$ cat config.mk
export PLATFORM = sky130hd
export DESIGN_NAME = seg7_scan_driver
export DESIGN_NICKNAME = d
export VERILOG_FILES = /design/src/rtl/seg7_scan_driver.sv
export SDC_FILE = /design/constraint.sdc
export NUM_CORES = 1
export LEC_CHECK = 0
export BUFFER_PORTS_ARGS = -buffer_cell sky130_fd_sc_hd__buf_4
export CAP_MARGIN = 15
export CORE_MARGIN = 2
export CORE_UTILIZATION = 50
export DETAILED_ROUTE_END_ITERATION = 12
export PLACE_DENSITY = 0.74
export SLEW_MARGIN = 20
export SYNTH_ARGS = -nofsm -noshare
export SYNTH_HDL_FRONTEND = slang
export SYNTH_SLANG_ARGS = --single-unit
$ cat constraint.sdc
create_clock -name clk -period 2.25 [get_ports clk]
set_clock_uncertainty 0.2 [all_clocks]
set_input_delay 0 -clock clk [delete_from_list [all_inputs] [get_ports clk]]
set_output_delay 0 -clock clk [all_outputs]
set_load 0.005 [all_outputs]
$ cat src/rtl/seg7_scan_driver.sv
// ---------------------------------------------------------------------------
// seg7_scan_driver
//
// Time-multiplexed driver for a 4-digit common-anode seven-segment display.
// It sits downstream of the parking-meter counter. Each digit owns a slot of
// DIGIT_DIV clock cycles. The first GUARD cycles of every slot keep all anodes
// off, so the previous digit's segments do not ghost onto the next digit.
//
// The BCD value is copied into a shadow frame only when the scan wraps from
// digit 3 back to digit 0. A full scan therefore always shows one consistent
// value.
//
// Parameters:
//   DIGIT_DIV     clock cycles per digit slot (>= 4)
//   GUARD         dark cycles at the start of each slot (1 <= GUARD < DIGIT_DIV)
//   DP_MASK       per-digit decimal-point enable, bit i = digit i, 1 = lit
//
// Ports:
//   clk           system clock
//   reset         asynchronous, active-high reset
//   bcd_value     four BCD nibbles, [3:0] = digit 0 (units)
//   flash_slow    blanks the whole display while high
//   flash_fast    blanks the whole display while high
//   blank_leading 1 = suppress leading zeros (digit 0 is always shown)
//   an            anode enables, active low, bit i = digit i
//   seg           segments {g,f,e,d,c,b,a}, active low
//   dp            decimal point, active low
// ---------------------------------------------------------------------------
module seg7_scan_driver #(
  parameter int         DIGIT_DIV = 50000,
  parameter int         GUARD     = 16,
  parameter logic [3:0] DP_MASK   = 4'b0000
) (
  input  logic        clk,
  input  logic        reset,
  input  logic [15:0] bcd_value,
  input  logic        flash_slow,
  input  logic        flash_fast,
  input  logic        blank_leading,
  output logic [3:0]  an,
  output logic [6:0]  seg,
  output logic        dp
);

  localparam int DivW = (DIGIT_DIV > 1) ? $clog2(DIGIT_DIV) : 1;
  localparam logic [DivW-1:0] DivLast  = DivW'(DIGIT_DIV - 1);
  localparam logic [DivW-1:0] GuardVal = DivW'(GUARD);

  logic [DivW-1:0] r_divCnt;
  logic [1:0]      r_digit;
  logic [15:0]     r_frame;
  logic [3:0]      r_an;
  logic [6:0]      r_seg;
  logic            r_dp;

  logic            w_slotEnd;
  logic            w_blank;
  logic            w_suppress;
  logic            w_lit;
  logic [3:0]      w_nibble;
  logic [6:0]      w_decode;
  logic [3:0]      w_anNext;
  logic [6:0]      w_segNext;
  logic            w_dpNext;

  assign w_slotEnd = (r_divCnt == DivLast);
  assign w_blank   = flash_slow | flash_fast;

  // Slot counter, digit index and shadow frame. The frame reloads only on the
  // 3->0 wrap. Mid-scan changes to bcd_value wait for the next full frame.
  always_ff @(posedge clk or posedge reset) begin
    if (reset) begin
      r_divCnt <= '0;
      r_digit  <= 2'd0;
      r_frame  <= 16'h0000;
    end else if (w_slotEnd) begin
      r_divCnt <= '0;
      r_digit  <= r_digit + 2'd1;
      if (r_digit == 2'd3) begin
        r_frame <= bcd_value;
      end
    end else begin
      r_divCnt <= r_divCnt + 1'b1;
    end
  end

  // Select the current digit's nibble. Work out leading-zero suppression:
  // digit i is hidden when every nibble from i upward is zero.
  always_comb begin
    w_nibble   = r_frame[3:0];
    w_suppress = 1'b0;
    case (r_digit)
      2'd0: begin
        w_nibble   = r_frame[3:0];
        w_suppress = 1'b0;
      end
      2'd1: begin
        w_nibble   = r_frame[7:4];
        w_suppress = blank_leading && (r_frame[15:4] == 12'h000);
      end
      2'd2: begin
        w_nibble   = r_frame[11:8];
        w_suppress = blank_leading && (r_frame[15:8] == 8'h00);
      end
      default: begin
        w_nibble   = r_frame[15:12];
        w_suppress = blank_leading && (r_frame[15:12] == 4'h0);
      end
    endcase
  end

  // BCD to active-low segment pattern. Non-BCD codes show a dash.
  always_comb begin
    w_decode = 7'b0111111;
    case (w_nibble)
      4'd0:    w_decode = 7'b1000000;
      4'd1:    w_decode = 7'b1111001;
      4'd2:    w_decode = 7'b0100100;
      4'd3:    w_decode = 7'b0110000;
      4'd4:    w_decode = 7'b0011001;
      4'd5:    w_decode = 7'b0010010;
      4'd6:    w_decode = 7'b0000010;
      4'd7:    w_decode = 7'b1111000;
      4'd8:    w_decode = 7'b0000000;
      4'd9:    w_decode = 7'b0010000;
      default: w_decode = 7'b0111111;
    endcase
  end

  // A digit lights only past the guard interval, when not flashing and not
  // suppressed. Otherwise everything stays dark. At most one anode can be low.
  assign w_lit = (r_divCnt >= GuardVal) && !w_blank && !w_suppress;

  always_comb begin
    w_anNext  = 4'b1111;
    w_segNext = 7'b1111111;
    w_dpNext  = 1'b1;
    if (w_lit) begin
      w_anNext[r_digit] = 1'b0;
      w_segNext         = w_decode;
      w_dpNext          = ~DP_MASK[r_digit];
    end
  end

  // Output registers. Reset darkens the display immediately.
  always_ff @(posedge clk or posedge reset) begin
    if (reset) begin
      r_an  <= 4'b1111;
      r_seg <= 7'b1111111;
      r_dp  <= 1'b1;
    end else begin
      r_an  <= w_anNext;
      r_seg <= w_segNext;
      r_dp  <= w_dpNext;
    end
  end

  assign an  = r_an;
  assign seg = r_seg;
  assign dp  = r_dp;

endmodule

Word-level counts from Yosys, hierarchy flattened
Memories as Yosys holds them, arrays and structs flattened.
Cells that the tools add are included.
{ "word_totals": {"regBits": 46, "romBits": 112, "input_bits": 21, "output_inout_bits": 12, "wordCells": 42, "memories": 1} }
{ "op_classes": {"add_sub_neg": 2, "n_lt_le_gt_ge": 3, "n_eq_ne": 4, "n_mux": 10, "bitwise": 3, "reduce_logical": 13} }
{ "memory_table": {"columns": ["name", "words", "word_bits", "read_ports", "rd_clocked_by_memory_dff", "wr", "line", "source"], "rows": [
  ["(no name shown)", 16, 7, 1, 0, 0, "115", "case (w_nibble)"]
]} }
{ "op_table": {"columns": ["cell", "n"], "rows": [
  ["$add A16 B1 Y16 const B", 1],
  ["$eq A16 B16 Y1 const B", 1],
  ["$ge A16 B5 Y1 const B", 1],
  ["$mux W16", 1],
  ["$logic_not A12 Y1", 1],
  ["$pmux W4 S3", 1],
  ["$logic_not A8 Y1", 1],
  ["$mux W7", 1],
  ["$logic_and A1 B1 Y1", 6],
  ["$eq A2 B2 Y1 const B", 2],
  ["$logic_not A4 Y1", 1],
  ["$mux W4", 1],
  ["$not A4 Y4", 1],
  ["$lt A2 B3 Y1 const B", 1],
  ["$mux W1", 3],
  ["$pmux W1 S3", 1],
  ["$add A2 B1 Y2 const B", 1],
  ["$bmux W1 S2", 1],
  ["$demux W1 S2", 1],
  ["$eq A2 B1 Y1 const B", 1],
  ["$ge A2 B1 Y1 const B", 1],
  ["$logic_not A1 Y1", 2],
  ["$logic_not A2 Y1", 1],
  ["$reduce_and A2 Y1", 1],
  ["other kinds (2)", 2]
]} }

Longest topological paths before layout
Gate-level depths: netlist (run 1).
{ "logic_depth": {"word_depth": 6, "depth_mapped": 9, "ltp_nobuf": 9} }

Worst setup path before layout (run 1)
OpenSTA, ideal clock, no wires.
{ "synth_timing": {"path_kind": "flip-flop to flip-flop", "start": "register r_divCnt[10]", "end": "register r_frame[0]", "setup_ns": 0.125, "arrival_ns": 1.769, "required_time_ns": 1.925, "slack_ns": 0.156, "stages_incl_launch_ff": 7, "path_buffers": 1, "period_less_slack_ns": 2.094, "path_cell_list": "dfrtp_1 -> nor4_1 -> nand2_1 -> nor4_4 -> nand2_4 -> buf_6 -> mux2_4"} }
{ "synth_via": {"elab_chain_len": 2} }
{ "synth_rtl": {"columns": ["element", "line", "source"], "rows": [
  ["start: declaration", "49", "logic [DivW-1:0] r_divCnt;"],
  ["start signal: assignment", "83", "r_divCnt <= r_divCnt + 1'b1;"],
  ["$eq A16 B16 Y1", "66", "assign w_slotEnd = (r_divCnt == DivLast);"],
  ["$reduce_and A2 Y1 (no source line)", null, null],
  ["end signal: assignment", "80", "r_frame <= bcd_value;"],
  ["end: declaration", "51", "logic [15:0] r_frame;"]
]} }
Every way passes these cells.
A chain may end at the register's enable or synchronous reset.

Worst setup path in the final report (run 1)
{ "layout_timing": {"start": "register r_digit[1]", "end": "register r_seg[3] (netlist: seg[3])"} }
{ "layout_via": {"elab_chain_len": 5, "word_cells_on_any_way": 9, "cone_classes": "eq/ne: 2; mux: 3; reduce/logical: 3; memory: 1"} }
{ "layout_rtl": {"columns": ["element", "line", "source"], "rows": [
  ["start: declaration", "50", "logic [1:0] r_digit;"],
  ["start signal: assignment", "78", "r_digit <= r_digit + 2'd1;"],
  ["branches (longest 4 deep; another with $mem_v2 Z16 W7)", null, null],
  ["$mux W7 *", "138", "if (w_lit) begin"],
  ["via w_segNext[3]", "63", "logic [6:0] w_segNext;"],
  ["end signal: assignment", "153", "r_seg <= w_segNext;"],
  ["end: declaration", "53", "logic [6:0] r_seg;"]
]} }
Mark *: on every way through the listed nets, which the timed path passes.

==> results of run 1 <==
==> worst max-delay path, cell delays in order, from the launching register on <==
cell and delay, ns:
dfrtp_1 0.41, inv_2 0.09, ha_4 0.19, a222oi_1 0.47, mux2i_2 0.22, inv_1 0.10, ha_1 0.23, inv_1 0.05
o21ai_0 0.07, nand3_1 0.09
==> state kept, by name, summed over array words and instances, names as in the netlist <==
name,cells
an,4
r_digit,2
r_divCnt,16
r_frame,16
seg,7
==> placed cells by master, fill, tap and decap left out, types with 3 or more instances in the layout <==
cell type / synthesis / routed
o21ai_0: 7 / 6
xor2_1: 7 / 7
dfstp_2: 11 / 11
nor3_1: 3 / 3
mux2_2: 7 / 6
mux2_4: 10 / 11
ha_4: 0 / 3
dlygate4sd3_1: 0 / 19
ha_1: 10 / 5
buf_4: 1 / 39
a21oi_1: 3 / 3
xnor2_1: 8 / 8
nand3_1: 7 / 7
nor4_1: 3 / 3
nor2_1: 20 / 20
inv_1: 15 / 13
clkbuf_8: 0 / 7
nand4_1: 5 / 5
dfrtp_1: 34 / 33
a222oi_1: 4 / 4
nand2_1: 13 / 13
==> repair_timing <==
| action | 4_1_cts | 5_1_grt |
|---|---|---|
| resized for setup | 2 | 19 |
| hold buffers | 19 | 0 |
| buffers inserted | 4 | 1 |
| pin swaps | 2 | 3 |
| cloned | 0 | 1 |
| endpoints found under the hold margin | 71 | 0 |
| endpoints found under the setup margin | 5 | 19 |
==> metrics by stage <==
step / power, mW / cells / hold WS [ns] / TNS (ns) / worst slack, ns
6_report: 1.541 / 303 / 0.1151 / 0 / 0.05428
5_1_grt: 1.610 / 303 / 0.1431 / -0.2815 / -0.06855
4_1_cts: 1.543 / 301 / 0.1252 / 0 / 0.01202
3_5_place_dp: 0.9803 / 270 / -0.1083 / -0.2024 / -0.1073
3_3_place_gp: 0.9775 / 270 / -0.1108 / 0 / 0.02873
2_1_floorplan: 0.9216 / 189 / -0.05150 / 0 / 0.1560
==> cells by family (layout without fill, tap and decap cells) <==
kind of cell	Yosys count	in the layout	synth area share, %
simple gates	61	62	14.34
fa+ha+maj	10	10	5.760
compound gates	18	18	5.473
mux	20	20	11.92
other cells	1	1	0.1726
buf+inv	19	82	3.802
flops	45	45	52.48
xor+xnor	15	15	6.049
==> power groups by stage <==
stage                     clock [mW]  sequential, mW  combinational, mW
final                          0.542           0.850              0.149
after global routing           0.594           0.852              0.164
after CTS                      0.549           0.849              0.145
after detailed placement           0           0.864              0.116
after global placement             0           0.864              0.114
after floorplan                    0           0.860             0.0617
==> worst min path at each step <==
stage,end,start,slack (ns)
after floorplan,r_frame[0],bcd_value[0],-0.05
after global placement,r_divCnt[9],reset,-0.11
after detailed placement,r_frame[5],reset,-0.11
final,r_divCnt[11],reset,0.12
after CTS,r_divCnt[11],reset,0.13
after global routing,r_divCnt[11],reset,0.14
==> layer usage <==
layer	global-route usage [%]	vias to the layer above	part of all wire, %
met2	30.58	54	50
met1	24.79	801	43
met4	7.479	0	2.1
li1	-	776	-
met5	0	-	0
met3	5.483	10	5.1
==> final cells by class <==
class / count / area (sq um) / area share (%)
Clock buffer: 7 / 96.34 / 3.325
Tap cell: 50 / 62.56 / 2.159
Clock inverter: 1 / 5.005 / 0.1727
Timing Repair Buffer: 59 / 503.0 / 17.36
Multi-Input combinational cell: 126 / 1031 / 35.58
Inverter: 15 / 58.81 / 2.029
Sequential cell: 45 / 1141 / 39.38
==> results.md, run 1 <==
* Synth top area cells: dfrtp_1, dfstp_2, mux2_4, ha_1, mux2_2
* Net Count, Synth at 220
* Critical Path Sink: seg[3]
* CTS tree: done
* Antenna-violating nets left at 0
* Slew Viols, Final at 0
* Dpl hpwl at between 2000 and 3000 um
* Starting density of the core at 53.15%
* Worst reg2reg setup slack at 0.05 ns
* Tot GR Track Use at 19.19%
* Synth Warn # at 0
* VDD IR max at between 0.4 and 0.5 mV
* Top cell type's share of synthesized area at between 30% and 40%
* Final #Nets at 283
* Crit path max fanout at 6
* PwrDens at ~530 mW/mm^2
* R2r worst-path depth at 9
* P_int at ~1.2 mW
* Placed cell areas at between 0.002 and 0.0025 sq mm
* Post-synthesis sequential area ratio at 52.48%
* Period utilization at between 90% and 100%
* Chip Height at ~70 um
* MaxCap Viol Count at 0
* WS Path Type: flop to flop
* Die ar. at around 0.0049 sq mm
* Syn Area/Cell at ~11 sq um
* Avg WL per Cell at around 15 um
* Hold Crit Class: primary input to asynchronous set/reset pin
* Post-layout instance area at 0.002898 sq mm
* Most common cell in the netlist: dfrtp_1
* Post-synth EDFFs at 0
* IO buf count at 31
* First-pass GRT wire length at between 7000 and 8000 um
* FF-to-FF Start: r_digit[1]
* Most frequent cells after synthesis: dfrtp_1, nor2_1, inv_1
* Num Clock Sinks at between 40 and 50
* Largest net degree at the start of global routing at 46
* Io pins at 33
* Gpl congestion at 0.7982
* Sw Share at 22.03%
* Yosys top cell by area: dfrtp_1
* CTS Buf Count at 5
* DR DRC count at 0
* Max Freq at 455.4 MHz
* Post-synth ARST share at 100.0%
* Comb pwr share at under 10%
* FILL cells at slightly below 300
* Root buffer cell: clkbuf_8
* Fin. Hold Viols at 0
* # rows at 23
* Clock transition at the registers of the reported paths at about 0.08 ns
* #FFs+latches synth at 45
* Antenna cell count at 0
* CORE AREA at roughly 0.0041 sq mm
* Initial drt markers at 77
* DR pass1 iterations at 6
* Critical path data required time at 2.29 ns
* Post-Route WL at 4627 um
* Clock Path Buffers at 2
* Tmin final at roughly 2.2 ns
* Status: complete, no violations
* Final setup fails at 0
* Area growth syn-to-layout at 33.41%
* Max transition margin at 65.39%
* Predominant post-synthesis flop cell: dfrtp_1
* Mapped Cells at ~190
* Worst Path Arrival at 2.23 ns
* Die outline width at around 70 um
* Total grt overflow at 0
* Reg2reg end: seg[3]
* Mapped Area at 0.002172 sq mm
* Clk_lat worst skew at about 0.30 ns
* Clock network fraction of total power at 35.1%
* Via-to-Cell Ratio at approximately 5.4
* CP Launch Point: r_digit[1]
* Crit path launch type: flop
* Sw Pwr at 339.4 uW
* Initial antenna violation count at 0
* H-tree Lvls at 2
* Sequential Power Share at between 50% and 60%
* Worst slew pin tran at 0.5175 ns
* Vias at about 1600
* Worst setup EP type: flop
* Library cells used by synthesis at 34
* Proportion of layout cells with a drive suffix above 1 at 36.76%
* Vias in the first global route at about 1600
* Final core utilization at 70.91%
* Leak at about 1.4 nW
Power figures use the tool's default switching activity.
==> run 2, diff against run 1 <==
Settings changed: REMOVE_ABC_BUFFERS set to 1.
==> run 2 against run 1 <==
Against the previous run: non-clock buffer count is 3 lower; via count is 3.3% lower; final area shrank 1.3%; worst setup slack improved by 0.035 ns; total power grew 5.1%; clock-buffer cell count is the same; highest routed layer unchanged.
==> results.md, run 2 (synthesis gave the netlist of run 1 again) <==
* Slew Viols, Final at 0 (unchanged)
* Tot Pwr at 1.620 mW (+5.1%)
* Chip Height at 69.91 um (unchanged)
* MaxCap Viol Count at 0 (unchanged)
* Worst slew pin tran at 0.5661 ns (+0.04863 ns)
* Worst setup EP type: flop
* R2r worst-path depth at 6 (-3)
* Avg WL per Cell at 14.48 um (-5.2%)
* Period utilization at 96.02% (-1.6 points)
* Largest net degree at the start of global routing at 46 (unchanged)
* PwrDens at 566.5 mW/mm^2 (+6.5%)
* Commonest cells after routing, fill and taps aside: buf_4, dfrtp_1, nor2_1
* Fin. Hold Viols at 0 (unchanged)
* IO buf count at 31 (unchanged)
* Sw Pwr at 336.7 uW (-0.81%)
* Antenna cell count at 0 (unchanged)
* Initial antenna violation count at 0 (unchanged)
* Tmin final at 2.160 ns (-0.03523 ns)
* Sequential Power Share at 52.4% (-2.8 points)
* Clock transition at the registers of the reported paths at 0.08 ns (about the same)
* Comb pwr share at 8.9% (-0.8 points)
* Area growth syn-to-layout at 31.62%
* Critical path data required time at 2.24 ns (-0.05 ns)
* Wire length on met2 at 2081 um (-9.6%)
* H-tree Lvls at 2 (unchanged)
* CP Launch Point: r_divCnt[10]
* Clock network fraction of total power at 38.7% (+3.6 points)
* CTS Buf Count at 5 (unchanged)
* Total grt overflow at 0 (unchanged)
* Starting density of the core at 53.15% (unchanged)
* Tot GR Track Use at 18.64% (-0.55 points)
* Antenna-violating nets left at 0 (unchanged)
* Top Layer Used: met4
* Met3 wire len at 190 um (-19%)
* FF-to-FF Start: r_divCnt[10]
* Max Freq at 462.9 MHz (+1.6%)
* Die ar. at 0.004887 sq mm (unchanged)
* WS Path Type: flop to flop
* Die outline width at 69.91 um (unchanged)
* DR pass1 iterations at 6 (unchanged)
* CORE AREA at 0.004086 sq mm (unchanged)
* P_int at 1.283 mW (+6.8%)
* Vias at 1587 (-3.3%)
* Via-to-Cell Ratio at 5.290 (-2.3%)
* Fin Hold WS at 0.2094 ns (+0.09431 ns)
* FILL cells at 302 (+2.0%)
* # rows at 23 (unchanged)
* Vias in the first global route at 1576 (+1.2%)
* Max transition margin at 61.18% (-4.2 points)
* Gpl congestion at 0.8750 (+9.6%)
* Status: complete, no violations
* Worst reg2reg setup slack at 0.09 ns (+0.04 ns)
* First-pass GRT wire length at 7293 um (about the same)
* Final #Nets at 280 (-1.1%)
* Proportion of layout cells with a drive suffix above 1 at 34.80% (-2.0 points)
* Leak at 1.333 nW (-2.3%)
* Clk_lat worst skew at 0.30 ns (about the same)
* Hold Crit Class: primary input to asynchronous set/reset pin
* Met1 wire length at 2001 um (+0.55%)
* Initial drt markers at 165 (+110%)
* DR DRC count at 0 (unchanged)
* Worst Path Arrival at 2.15 ns (-0.08 ns)
* Crit path launch type: flop
* Sw Share at 20.79% (-1.2 points)
* Final Worst Setup Slack at 0.08951 ns (+0.03523 ns)
* Root buffer cell: clkbuf_8
* Reg2reg end: r_frame[5]
* Io pins at 33 (unchanged)
* CTS tree: done
* Crit path max fanout at 8 (+2)
* Post-Place Worst Slack at -0.02056 ns (+0.08670 ns)
* Critical Path Sink: r_frame[5]
* Num Clock Sinks at 45 (unchanged)
* Clock Path Buffers at 2 (unchanged)
* Final setup fails at 0 (unchanged)
* VDD IR max at 0.3765 mV (-19%)
* Dpl hpwl at 2711 um (-5.5%)
* Most common cell after layout, fill and taps aside: buf_4
* Post-Route WL at 4344 um (-6.1%)
[run 2: per-stage QoR]
stage | instances | area, sq um | utilization (%) | setup TNS, ns
floorplan | 185 | 2146 | - | -0.7621
global placement | 270 | 2471 | 60.47 | 0
detailed placement | 270 | 2471 | 60.47 | -0.02707
CTS | 299 | 2801 | 68.55 | 0
global route | 300 | 2859 | 69.96 | -0.001678
finish | 300 | 2859 | 69.96 | 0
[run 2: worst min-delay path by stage]
stage | depth (start not counted) | slack [ns] | end
2_1_floorplan | 1 | -0.05 | r_frame[0]
3_3_place_gp | 3 | -0.02 | r_divCnt[9]
3_5_place_dp | 3 | -0.03 | r_divCnt[15]
4_1_cts | 4 | 0.22 | r_frame[0]
5_1_grt | 4 | 0.28 | r_frame[0]
6_report | 4 | 0.21 | r_divCnt[15]
[run 2: final cells by class]
| cell class | count | area [sq um] | share of cell area, % |
|---|---|---|---|
| sequential | 45 | 1142 | 39.96 |
| timing repair buffer | 56 | 467.9 | 16.37 |
| tap | 50 | 62.56 | 2.188 |
| clock buffer | 7 | 86.33 | 3.020 |
| multi-input combinational | 126 | 1013 | 35.45 |
| inverter | 15 | 56.30 | 1.969 |
| clock inverter | 1 | 30.03 | 1.050 |
[run 2: worst max-delay path: stages, from the launching register on]
cell	delay (ns)
dfrtp_1	0.44
nor4_2	0.32
nand2_1	0.16
nor4_4	0.26
buf_4	0.18
nand2_2	0.16
mux2_4	0.34
[run 2: per-layer routing]
layer	vias up	global-route usage, %
li1	767	-
met1	774	26.20
met3	7	3.752
met4	0	7.051
met2	39	28.57
met5	-	0
[run 2: power groups by stage]
stage               clock network [mW]  logic [mW]  registers [mW]
CTS                              0.638       0.142           0.849
finish                           0.627       0.144           0.849
detailed placement                   0       0.114           0.864
global placement                     0       0.112           0.864
floorplan                            0      0.0600           0.860
global route                     0.664       0.159           0.852
[run 2: timing repair]
item	4_1_cts	5_1_grt
hold endpoints to repair	61	0
resized for setup	2	13
hold buffers	19	0
endpoints found under the setup margin	6	23
buffers inserted	1	1
gates cloned	1	0
pin swaps	2	1
==> run 3, diff against run 2 <==
Settings changed: CELL_PAD_IN_SITES_DETAIL_PLACEMENT set to 1, CELL_PAD_IN_SITES_GLOBAL_PLACEMENT set to 1, CORE_UTILIZATION 50 to 40, PLACE_DENSITY 0.74 to unset, PLACE_DENSITY_LB_ADDON set to 0.1.
==> run 3 against run 2 <==
Against the previous run: die area is 23% higher; worst setup slack worse by 0.019 ns; final cell count is 8.7% higher; largest cell class unchanged.
==> results.md, run 3 (synthesis gave the netlist of run 1 again) <==
* Post-Place Worst Slack at -0.1608 ns (-0.1402 ns)
* Register area at 0.001141 sq mm (-0.11%)
* CTS tree: done
* DR pass1 iterations at 4 (-2)
* Io pins at 33 (unchanged)
* Final setup fails at 0 (unchanged)
* Fin Hold WS at 0.2314 ns (+0.02198 ns)
* Via-to-Cell Ratio at 5.067 (-4.2%)
* RSZ-0062 raised after global routing: true
* Die ar. at 0.006036 sq mm (+23%)
* Chip Height at 77.69 um (+11%)
* Hold Crit Class: primary input to asynchronous set/reset pin
* Slew Viols, Final at 0 (unchanged)
* Antenna cell count at 0 (unchanged)
* Multi-input logic area at 0.001026 sq mm (+1.2%)
* Wire length on met2 at 2609 um (+25%)
* Worst Path Arrival at 2.17 ns (+0.02 ns)
* Worst setup EP type: flop
* Root buffer cell: clkbuf_8
* Die outline width at 77.69 um (+11%)
* Final #Nets at 286 (+2.1%)
* Antenna-violating nets left at 0 (unchanged)
* MaxCap Viol Count at 0 (unchanged)
* Proportion of layout cells with a drive suffix above 1 at 37.89% (+3.1 points)
* Worst slew pin tran at 0.7197 ns (+0.1536 ns)
* Final core utilization at 56.27% (-14 points)
* IO buf count at 31 (unchanged)
* Dpl hpwl at 3530 um (+30%)
* Total grt overflow at 0 (unchanged)
* Initial drt markers at 41 (-75%)
* # rows at 26 (+13%)
* Crit path launch type: flop
* CORE AREA at 0.005172 sq mm (+27%)
* DR DRC count at 0 (unchanged)
* Leak at 1.364 nW (+2.4%)
* Met3 wire len at 172 um (-9.5%)
* Clock transition at the registers of the reported paths at 0.08 ns (about the same)
* FILL cells at 544 (+80%)
* Period utilization at 96.88% (+0.86 points)
* Setup tns final at 0 ns (unchanged)
* Most common cell after layout, fill and taps aside: buf_4
* Crit path max fanout at 6 (-2)
* Post-Route WL at 5107 um (+18%)
* Status: complete, no violations
* Final Worst Setup Slack at 0.07012 ns (-0.01939 ns)
* VDD IR max at 0.3275 mV (-13%)
* Max Freq at 458.7 MHz (-0.89%)
* WS Path Type: flop to flop
* Area growth syn-to-layout at 33.99%
* Num Clock Sinks at 45 (unchanged)
* CTS Buf Count at 5 (unchanged)
* Largest net degree at the start of global routing at 46 (unchanged)
* Top Layer Used: met4
* Critical path data required time at 2.24 ns (about the same)
* Starting density of the core at 41.99% (-11 points)
* Fin. Hold Viols at 0 (unchanged)
* Clock Path Buffers at 2 (unchanged)
* Gpl congestion at 0.8317 (-4.9%)
* PwrDens at 510.9 mW/mm^2 (-9.8%)
* Tot GR Track Use at 17.84% (-0.79 points)
* Max transition margin at 51.35% (-9.8 points)
* Initial antenna violation count at 0 (unchanged)
* Tot Pwr at 1.487 mW (-8.2%)
* First-pass GRT wire length at 8549 um (+17%)
* Met1 wire length at 2255 um (+13%)
* Vias in the first global route at 1764 (+12%)
* Avg WL per Cell at 15.67 um (+8.2%)
* Tmin final at 2.180 ns (+0.01939 ns)
* Vias at 1652 (+4.1%)
* Commonest cells after routing, fill and taps aside: buf_4, dfrtp_1, nor2_1
* H-tree Lvls at 2 (unchanged)
* Clk_lat worst skew at 0.29 ns (about the same)
-- run 3: layout make-up --
type                       count  area share (%)
clock buffer                   5           2.365
timing repair buffer          62           17.63
multi-input combinational    126           35.25
sequential                    45           39.21
inverter                      15           1.935
tap                           70           3.009
clock inverter                 3          0.6019
-- run 3: critical path, cell delays in order (launching register included) --
cell      delay (ns)
dfrtp_2         0.41
inv_2           0.07
ha_2            0.22
a222oi_1        0.36
mux2i_2         0.20
buf_4           0.18
ha_1            0.22
a21oi_2         0.11
o21ai_0         0.10
-- run 3: through the flow --
| step | cells | instance area [sq um] |
|---|---|---|
| floorplan | 185 | 2146 |
| global placement | 291 | 2504 |
| detailed placement | 291 | 2504 |
| CTS | 320 | 2818 |
| global route | 326 | 2910 |
| finish | 326 | 2910 |
-- run 3: final timing paths --
| path | from | endpoint | slack (ns) | cells after the start |
|---|---|---|---|---|
| max | r_digit[0] | seg[6] | 0.07 | 8 |
| min | reset | r_divCnt[7] | 0.23 | 4 |
| max reg2reg | r_digit[0] | seg[6] | 0.07 | 8 |
| min reg2reg | r_divCnt[7] | r_divCnt[7] | 0.31 | 1 |
| max in group asynchronous | reset | r_digit[0] | 1.22 | 4 |
| min in group clk | blank_leading | an[2] | 0.27 | 4 |
-- run 3: repair_timing --
| action | in CTS | in global routing |
|---|---|---|
| buffers inserted | 2 | 5 |
| gates cloned | 0 | 1 |
| hold buffers | 19 | 0 |
| endpoints found under the setup margin | 8 | 23 |
| resized for setup | 7 | 11 |
| endpoints found under the hold margin | 60 | 0 |
| pin swaps | 1 | 5 |
-- run 3: power by group --
part / switching [mW] / total (mW) / internal (mW)
Combinational: 0.0643 / 0.155 / 0.0907
Sequential: 0.0148 / 0.850 / 0.835
Clock: 0.268 / 0.482 / 0.215
Total: 0.347 / 1.49 / 1.14
-- run 3: per-layer routing --
metal,global-route usage [%],vias up
li1,-,779
met1,22.75,828
met2,30.26,39
met3,4.186,6
met4,5.000,0
met5,0,-
